<file path="config.mk">
export PLATFORM = sky130hd
export DESIGN_NAME = gshare_history_unit
export DESIGN_NICKNAME = d
export VERILOG_FILES = /design/src/rtl/gshare_history_unit.sv
export SDC_FILE = /design/constraint.sdc
export NUM_CORES = 1
export LEC_CHECK = 0
export CORE_AREA = 2 2 73 75
export CTS_CLUSTER_SIZE = 20
export DETAILED_ROUTE_END_ITERATION = 6
export DIE_AREA = 0 0 75 77
export HOLD_SLACK_MARGIN = 0.1
export PLACE_DENSITY = 0.81
export SYNTH_ARGS = -nofsm -noshare
export SYNTH_HDL_FRONTEND = slang
export SYNTH_SLANG_ARGS = --single-unit
export TNS_END_PERCENT = 10
</file>
<file path="constraint.sdc">
create_clock -name clk -period 2.64 [get_ports clk]
set_input_delay 0.528 -clock clk [delete_from_list [all_inputs] [get_ports clk]]
set_output_delay 0.528 -clock clk [all_outputs]
set_load 0.05 [all_outputs]
</file>
<file path="src/rtl/gshare_history_unit.sv">
// Gshare global-history manager: speculative/architectural GHR, PHT index hashing,
// registered PHT write port, and a power-up sweep that initialises every PHT entry.
module gshare_history_unit #(
    parameter int ADDR_WIDTH = 8,
    parameter int GHR_WIDTH  = 8
) (
    input  logic                  clk,
    input  logic                  rst_n,
    input  logic                  pred_valid_i,
    input  logic [31:0]           pred_pc_i,
    input  logic                  pred_taken_i,
    output logic [ADDR_WIDTH-1:0] pred_rindex_o,
    output logic [GHR_WIDTH-1:0]  pred_ghr_o,
    input  logic                  resolve_valid_i,
    output logic                  resolve_ready_o,
    input  logic [31:0]           resolve_pc_i,
    input  logic [GHR_WIDTH-1:0]  resolve_ghr_i,
    input  logic [1:0]            resolve_phr_i,
    input  logic                  resolve_taken_i,
    input  logic                  resolve_mispredict_i,
    input  logic                  flush_i,
    output logic                  pht_we_o,
    output logic [ADDR_WIDTH-1:0] pht_windex_o,
    output logic                  pht_taken_o,
    output logic [1:0]            pht_phr_o
);

    typedef enum logic [0:0] {
        ST_INIT = 1'b0,
        ST_RUN  = 1'b1
    } state_t;

    localparam logic [ADDR_WIDTH-1:0] SWEEP_LAST = {ADDR_WIDTH{1'b1}};

    state_t                  state_r;
    logic [ADDR_WIDTH-1:0]   sweep_cnt_r;
    logic [GHR_WIDTH-1:0]    spec_ghr_r;
    logic [GHR_WIDTH-1:0]    arch_ghr_r;
    logic [GHR_WIDTH-1:0]    arch_ghr_next_s;
    logic [GHR_WIDTH-1:0]    spec_ghr_next_s;
    logic                    resolve_accept_s;
    logic                    unused_s;

    // Gshare hash: word-aligned PC bits XOR zero-extended history.
    function automatic logic [ADDR_WIDTH-1:0] hash_index(
        input logic [ADDR_WIDTH-1:0] pc_bits,
        input logic [GHR_WIDTH-1:0]  ghr
    );
        hash_index = pc_bits ^ ADDR_WIDTH'(ghr);
    endfunction

    assign unused_s = ^{pred_pc_i[31:ADDR_WIDTH+2], pred_pc_i[1:0],
                        resolve_pc_i[31:ADDR_WIDTH+2], resolve_pc_i[1:0],
                        resolve_ghr_i[GHR_WIDTH-1]};

    assign resolve_accept_s = resolve_valid_i & resolve_ready_o;
    assign pred_rindex_o    = hash_index(pred_pc_i[ADDR_WIDTH+1:2], spec_ghr_r);
    assign pred_ghr_o       = spec_ghr_r;

    // Next architectural history: shift in the actual outcome of an accepted resolve.
    always_comb begin
        arch_ghr_next_s = arch_ghr_r;
        if (resolve_accept_s) begin
            arch_ghr_next_s = {arch_ghr_r[GHR_WIDTH-2:0], resolve_taken_i};
        end else begin
            arch_ghr_next_s = arch_ghr_r;
        end
    end

    // Next speculative history; flush and mispredict repair override a same-cycle prediction.
    always_comb begin
        spec_ghr_next_s = spec_ghr_r;
        if (flush_i) begin
            spec_ghr_next_s = arch_ghr_next_s;
        end else if (resolve_accept_s && resolve_mispredict_i) begin
            spec_ghr_next_s = {resolve_ghr_i[GHR_WIDTH-2:0], resolve_taken_i};
        end else if (pred_valid_i) begin
            spec_ghr_next_s = {spec_ghr_r[GHR_WIDTH-2:0], pred_taken_i};
        end else begin
            spec_ghr_next_s = spec_ghr_r;
        end
    end

    // History registers run in both states; the sweep does not gate them.
    always_ff @(posedge clk or negedge rst_n) begin
        if (!rst_n) begin
            spec_ghr_r <= {GHR_WIDTH{1'b0}};
            arch_ghr_r <= {GHR_WIDTH{1'b0}};
        end else begin
            spec_ghr_r <= spec_ghr_next_s;
            arch_ghr_r <= arch_ghr_next_s;
        end
    end

    // Init sweep / run FSM with registered PHT write port; ready follows RUN by one cycle.
    always_ff @(posedge clk or negedge rst_n) begin
        if (!rst_n) begin
            state_r         <= ST_INIT;
            sweep_cnt_r     <= {ADDR_WIDTH{1'b0}};
            resolve_ready_o <= 1'b0;
            pht_we_o        <= 1'b0;
            pht_windex_o    <= {ADDR_WIDTH{1'b0}};
            pht_taken_o     <= 1'b0;
            pht_phr_o       <= 2'b00;
        end else begin
            resolve_ready_o <= (state_r == ST_RUN);
            case (state_r)
                ST_INIT: begin
                    pht_we_o     <= 1'b1;
                    pht_windex_o <= sweep_cnt_r;
                    pht_taken_o  <= 1'b1;
                    pht_phr_o    <= 2'b00;
                    if (sweep_cnt_r == SWEEP_LAST) begin
                        state_r <= ST_RUN;
                    end else begin
                        sweep_cnt_r <= sweep_cnt_r + {{(ADDR_WIDTH-1){1'b0}}, 1'b1};
                    end
                end
                ST_RUN: begin
                    pht_we_o <= resolve_accept_s;
                    if (resolve_accept_s) begin
                        pht_windex_o <= hash_index(resolve_pc_i[ADDR_WIDTH+1:2], resolve_ghr_i);
                        pht_taken_o  <= resolve_taken_i;
                        pht_phr_o    <= resolve_phr_i;
                    end else begin
                        pht_windex_o <= pht_windex_o;
                    end
                end
                default: begin
                    state_r  <= ST_INIT;
                    pht_we_o <= 1'b0;
                end
            endcase
        end
    end

endmodule

</file>
After elaboration in Yosys (flattened, before gate mapping)

Cells that the tools add are included.

Add/sub/neg operators: 1
Eq/ne operators: 2
Muxes and demuxes: 13
Bitwise logic cells: 5
Reductions and logical operators: 3

Operators with widths:

| cell                | count |
|---|---|
| $mux 8              | 5 |
| $pmux 8 s2          | 1 |
| $xor 8x8->8         | 2 |
| $add 8x1->8 const B | 1 |
| $eq 8x8->1 const B  | 1 |
| $pmux 1 s2          | 2 |
| $pmux 2 s2          | 1 |
| $mux 1              | 3 |
| $reduce_bool 3->1   | 1 |
| $mux 2              | 1 |
| $ne 2x1->1 const B  | 1 |
| $not 1->1           | 2 |
| $reduce_and 2->1    | 1 |
| $and 1x1->1         | 1 |
| $logic_and 1x1->1   | 1 |

Flip-flop bits (word level): 38
Word-level logic and storage cells: 33
Output and inout bits: 29
Input bits: 82

Depth between registers and ports, before layout

Word-level depth: 4
Depth in mapped cells: 6
Mapped depth without buffers: 4

Least setup slack after synthesis

No wires, ideal clock.

Path type: reg2out
From: register spec_ghr_r[1], in the netlist pred_ghr_o[1]
To: output pred_rindex_o[1]
Stages on the path, launching flop included: 2
Required time: 2.112 ns
Arrival: 1.460 ns
Slack: 0.652 ns
Cells stage by stage: dfrtp_1 xor2_1

Word-level cells in the longest chain between the ends: 1

RTL lines:

| element                  | RTL line | source |
|---|---|---|
| start: declaration       | 37       | `logic [GHR_WIDTH-1:0] spec_ghr_r;` |
| start signal: assignment | 87       | `spec_ghr_r <= {GHR_WIDTH{1'b0}};` |
| start signal: assignment | 90       | `spec_ghr_r <= spec_ghr_next_s;` |
| $xor 8x8->8              | 49       | `hash_index = pc_bits ^ ADDR_WIDTH'(ghr);` |
| end: declaration         | 12       | `output logic [ADDR_WIDTH-1:0] pred_rindex_o,` |

Every way passes these cells.

Worst setup path after layout

From: register spec_ghr_r[5], in the netlist pred_ghr_o[5]
To: output pred_ghr_o[5]

RTL lines:

| element          | RTL line | source |
|---|---|---|
| end: declaration | 13       | `output logic [GHR_WIDTH-1:0] pred_ghr_o,` |

No word-level cell between the ends.

==> run metrics <==
number of hold-repair buffers added at the cts stage=0; post-layout net count=roughly 300; Slowest cell on crit path=sky130_fd_sc_hd__clkdlybuf4s50_1; placer congestion estimate=slightly below 0.9; number of global-route vias before repair=1,472; area fraction of the dominant cell type after synthesis=roughly half; power per unit of standard cell area=approximately 420 mW/mm^2; result of the run=complete, no violations; Final period util=roughly four fifths; final-report hold violation count=0; Synth Area in Adders=less than 1%; simple-gate share of the synthesized area=under 10%; share of synthesized flip-flops with an asynchronous set or reset=100%; kind of end point of the critical path=output port; placeable core region=between 0.004 and 0.005 mm^2; unrepaired setup endpoints after global routing=no; Inserted Clock Buffers=5; number of design rule violations left after detail routing=0; count of TritonRoute iterations in the first routing pass=4; antenna-violating nets left=0; y dimension of the die=77 um; worst setup path category=flop to output port; worst flop-to-flop path startpoint=state_r; clock latency on the worst-skew pair=about 290 ps; post-synth cell types=36; total leakage power=between 1 and 1.5 nW; Required @ worst endpoint=2110 ps; peak per-stage delay on the critical path=about 830 ps; Setup violations, final=0; clock root buffer=sky130_fd_sc_hd__clkbuf_8; Syn Std Cell Area=0.00198 mm^2; max-slew headroom at the worst pin=around 45%; wire per inst=~15 um; number of port buffers=62; top-level port count=about 110; Startpoint Class=flop; multiplexer share of the synthesized area=20.0%; Warnings, synthesis=0; fin. max-slew vios=0; leading cell types by count after synthesis=38 x sky130_fd_sc_hd__dfrtp_1, 20 x sky130_fd_sc_hd__mux2_2, 13 x sky130_fd_sc_hd__a21oi_1; largest clock skew in the final design=between 4 and 5 ps; floorplan die width=75 um; cell types with the largest area share after synthesis=sky130_fd_sc_hd__dfrtp_1 48%, sky130_fd_sc_hd__mux2_2 11%, sky130_fd_sc_hd__mux2_4 7.6%; filler instances=about 430; fraction of layout cells with a size suffix above 1=between 20% and 30%; Syn Inst Count=163; number of synthesized flops with an enable pin=0; highest attainable clock frequency=0.485 GHz; Most used DFF post-synth=sky130_fd_sc_hd__dfrtp_1; CP cell instances=clkdlybuf4s50_1; Final Total Pwr=1.14 mW; Layout area overhead=36.5%; maxcap violations=0; all-layer global routing usage=between 15 and 20%; final-layout setup total negative slack=0 ps; setup repair bufs after CTS=0; VDD IR-drop max=0.000185 V; standard-cell row count=26; via count=about 1,500; timing startpoint of the critical path=pred_ghr_o[5]; die outline area=0.00578 mm^2; compound-gate portion of the synthesized area=11.5%; Clock transition at path regs=~70 ps; number of diodes=0; clock tree from TritonCTS=yes; pin count of the biggest net entering global routing=39; CTS resizes=0; combinational family with the most area after synthesis=multiplexers; DP HPWL=around 3.2 mm; shortest clock period the worst path allows after layout=2060 ps; arrival time at the worst endpoint=approximately 1500 ps; clk sinks=38; cell taking the most area after synthesis=sky130_fd_sc_hd__dfrtp_1; initial core utilization=39.8%; detailed-route vias per instance=slightly above 5; highest fanout seen on the critical path=4; final wirelength=4.30 mm; CP Buf/Inv Count=1; detailed router's first-iteration violation count=125; sequential element share of the synthesized area=a little under 50%; overflow left after global routing=0; H-tree levels=2; flip-flop and latch count after synthesis=38; Clock Path Buffers=2; number of nets in the synthesized netlist=246; Hold WC Path Type=primary input to async pin; parity-gate share of the synthesized area counting xor and xnor cells=under 10%; average instance area after synthesis=between 10 and 15 um^2; largest delay contributor family on the critical path=buffers and inverters; count leader, synth=sky130_fd_sc_hd__dfrtp_1; first-pass GRT wire length=roughly 7.1 mm; initial antenna violation count=0; transition at the pin with the smallest max-transition slack=820 ps
layout by cell type (no fill, tap or decap), drive strengths merged, types with 2 or more instances in the layout:
cell | Yosys | layout
nor2 | 2 | 2
mux2 | 30 | 30
xnor2 | 9 | 9
nand3 | 3 | 3
inv | 2 | 2
a21o | 7 | 7
nor3 | 2 | 2
mux2i | 2 | 2
a211oi | 10 | 10
and2 | 2 | 2
xor2 | 11 | 11
clkdlybuf4s50 | 0 | 53
clkbuf | 3 | 6
dfrtp | 38 | 38
a21oi | 13 | 13
buf | 5 | 11
nand2 | 11 | 11
path summary, 6_finish.rpt:
kind	endpoint	slack, ps	cells past startpoint
worst max-delay path	pred_ghr_o[5]	580	1
min in group clk	pht_taken_o	500	2
worst min-delay path	pred_ghr_o[5]	330	1
max in group asynchronous	pht_taken_o	1780	1
worst min register to register	pht_taken_o	500	2
worst max register to register	sweep_cnt_r[1]	950	3
metal layers:
layer / wire (um) / vias up / share of wire (%) / track usage [%]
met5: 0 / - / 0 / 0
met4: 44 / 0 / 1.0 / 3.75
met3: 359 / 4 / 8.3 / 4.86
met2: 2100 / 65 / 49 / 26.4
met1: 1800 / 713 / 42 / 20.7
li1: - / 704 / - / -
power breakdown:
part	total, mW	internal [mW]	switching [mW]
Clock	0.386	0.201	0.185
Sequential	0.587	0.585	0.00272
Combinational	0.166	0.0791	0.0874
Total	1.14	0.865	0.275
registers in the layout, indices dropped and copies added, names as in the netlist:
signal           cells
pht_taken_o          1
pred_ghr_o           8
pht_we_o             1
sweep_cnt_r          8
arch_ghr_r           8
pht_phr_o            2
state_r              1
pht_windex_o         8
resolve_ready_o      1
kinds of logic (layout without fill, tap and decap cells):
family                     after synthesis  count (layout)
AOI/OAI and AO/OA                       34              34
xor gates and xnor gates                20              20
adders and majority gates                1               1
buffers and inverters                   11              73
DFF                                     38              38
muxes                                   32              32
and+or+nand+nor                         27              27
final cells by class:
type                            instances  area [um^2]  area share, %
Clock buffer                            6         82.6           3.06
Inverter                                3         11.3          0.417
Multi-Input combinational cell        114          958           35.5
Sequential cell                        38          951           35.2
Tap cell                               70         87.6           3.24
Timing Repair Buffer                   64          611           22.6
per-stage QoR:
| step | instance area (um^2) | std cells | hold slack (ps) | util (%) | setup WS, ps |
|---|---|---|---|---|---|
| finish | 2700 | 295 | 333 | 54.3 | 577 |
| global route | 2700 | 295 | 401 | 54.3 | 529 |
| CTS | 2700 | 295 | 364 | 54.3 | 557 |
| detailed placement | 2620 | 289 | 480 | 52.6 | 298 |
| global placement | 2620 | 289 | 475 | 52.6 | 337 |
| floorplan | 1980 | 163 | 232 | - | 652 |
worst register-to-register path, delay by kind of cell (launching register included):
| kind | cells | cell delay, ps |
|---|---|---|
| buffers and inverters | 1 | 470 |
| flip-flops | 1 | 510 |
| multiplexers | 1 | 280 |
| AO/OA/AOI/OAI | 1 | 310 |
(Power assumes the default switching activity.)
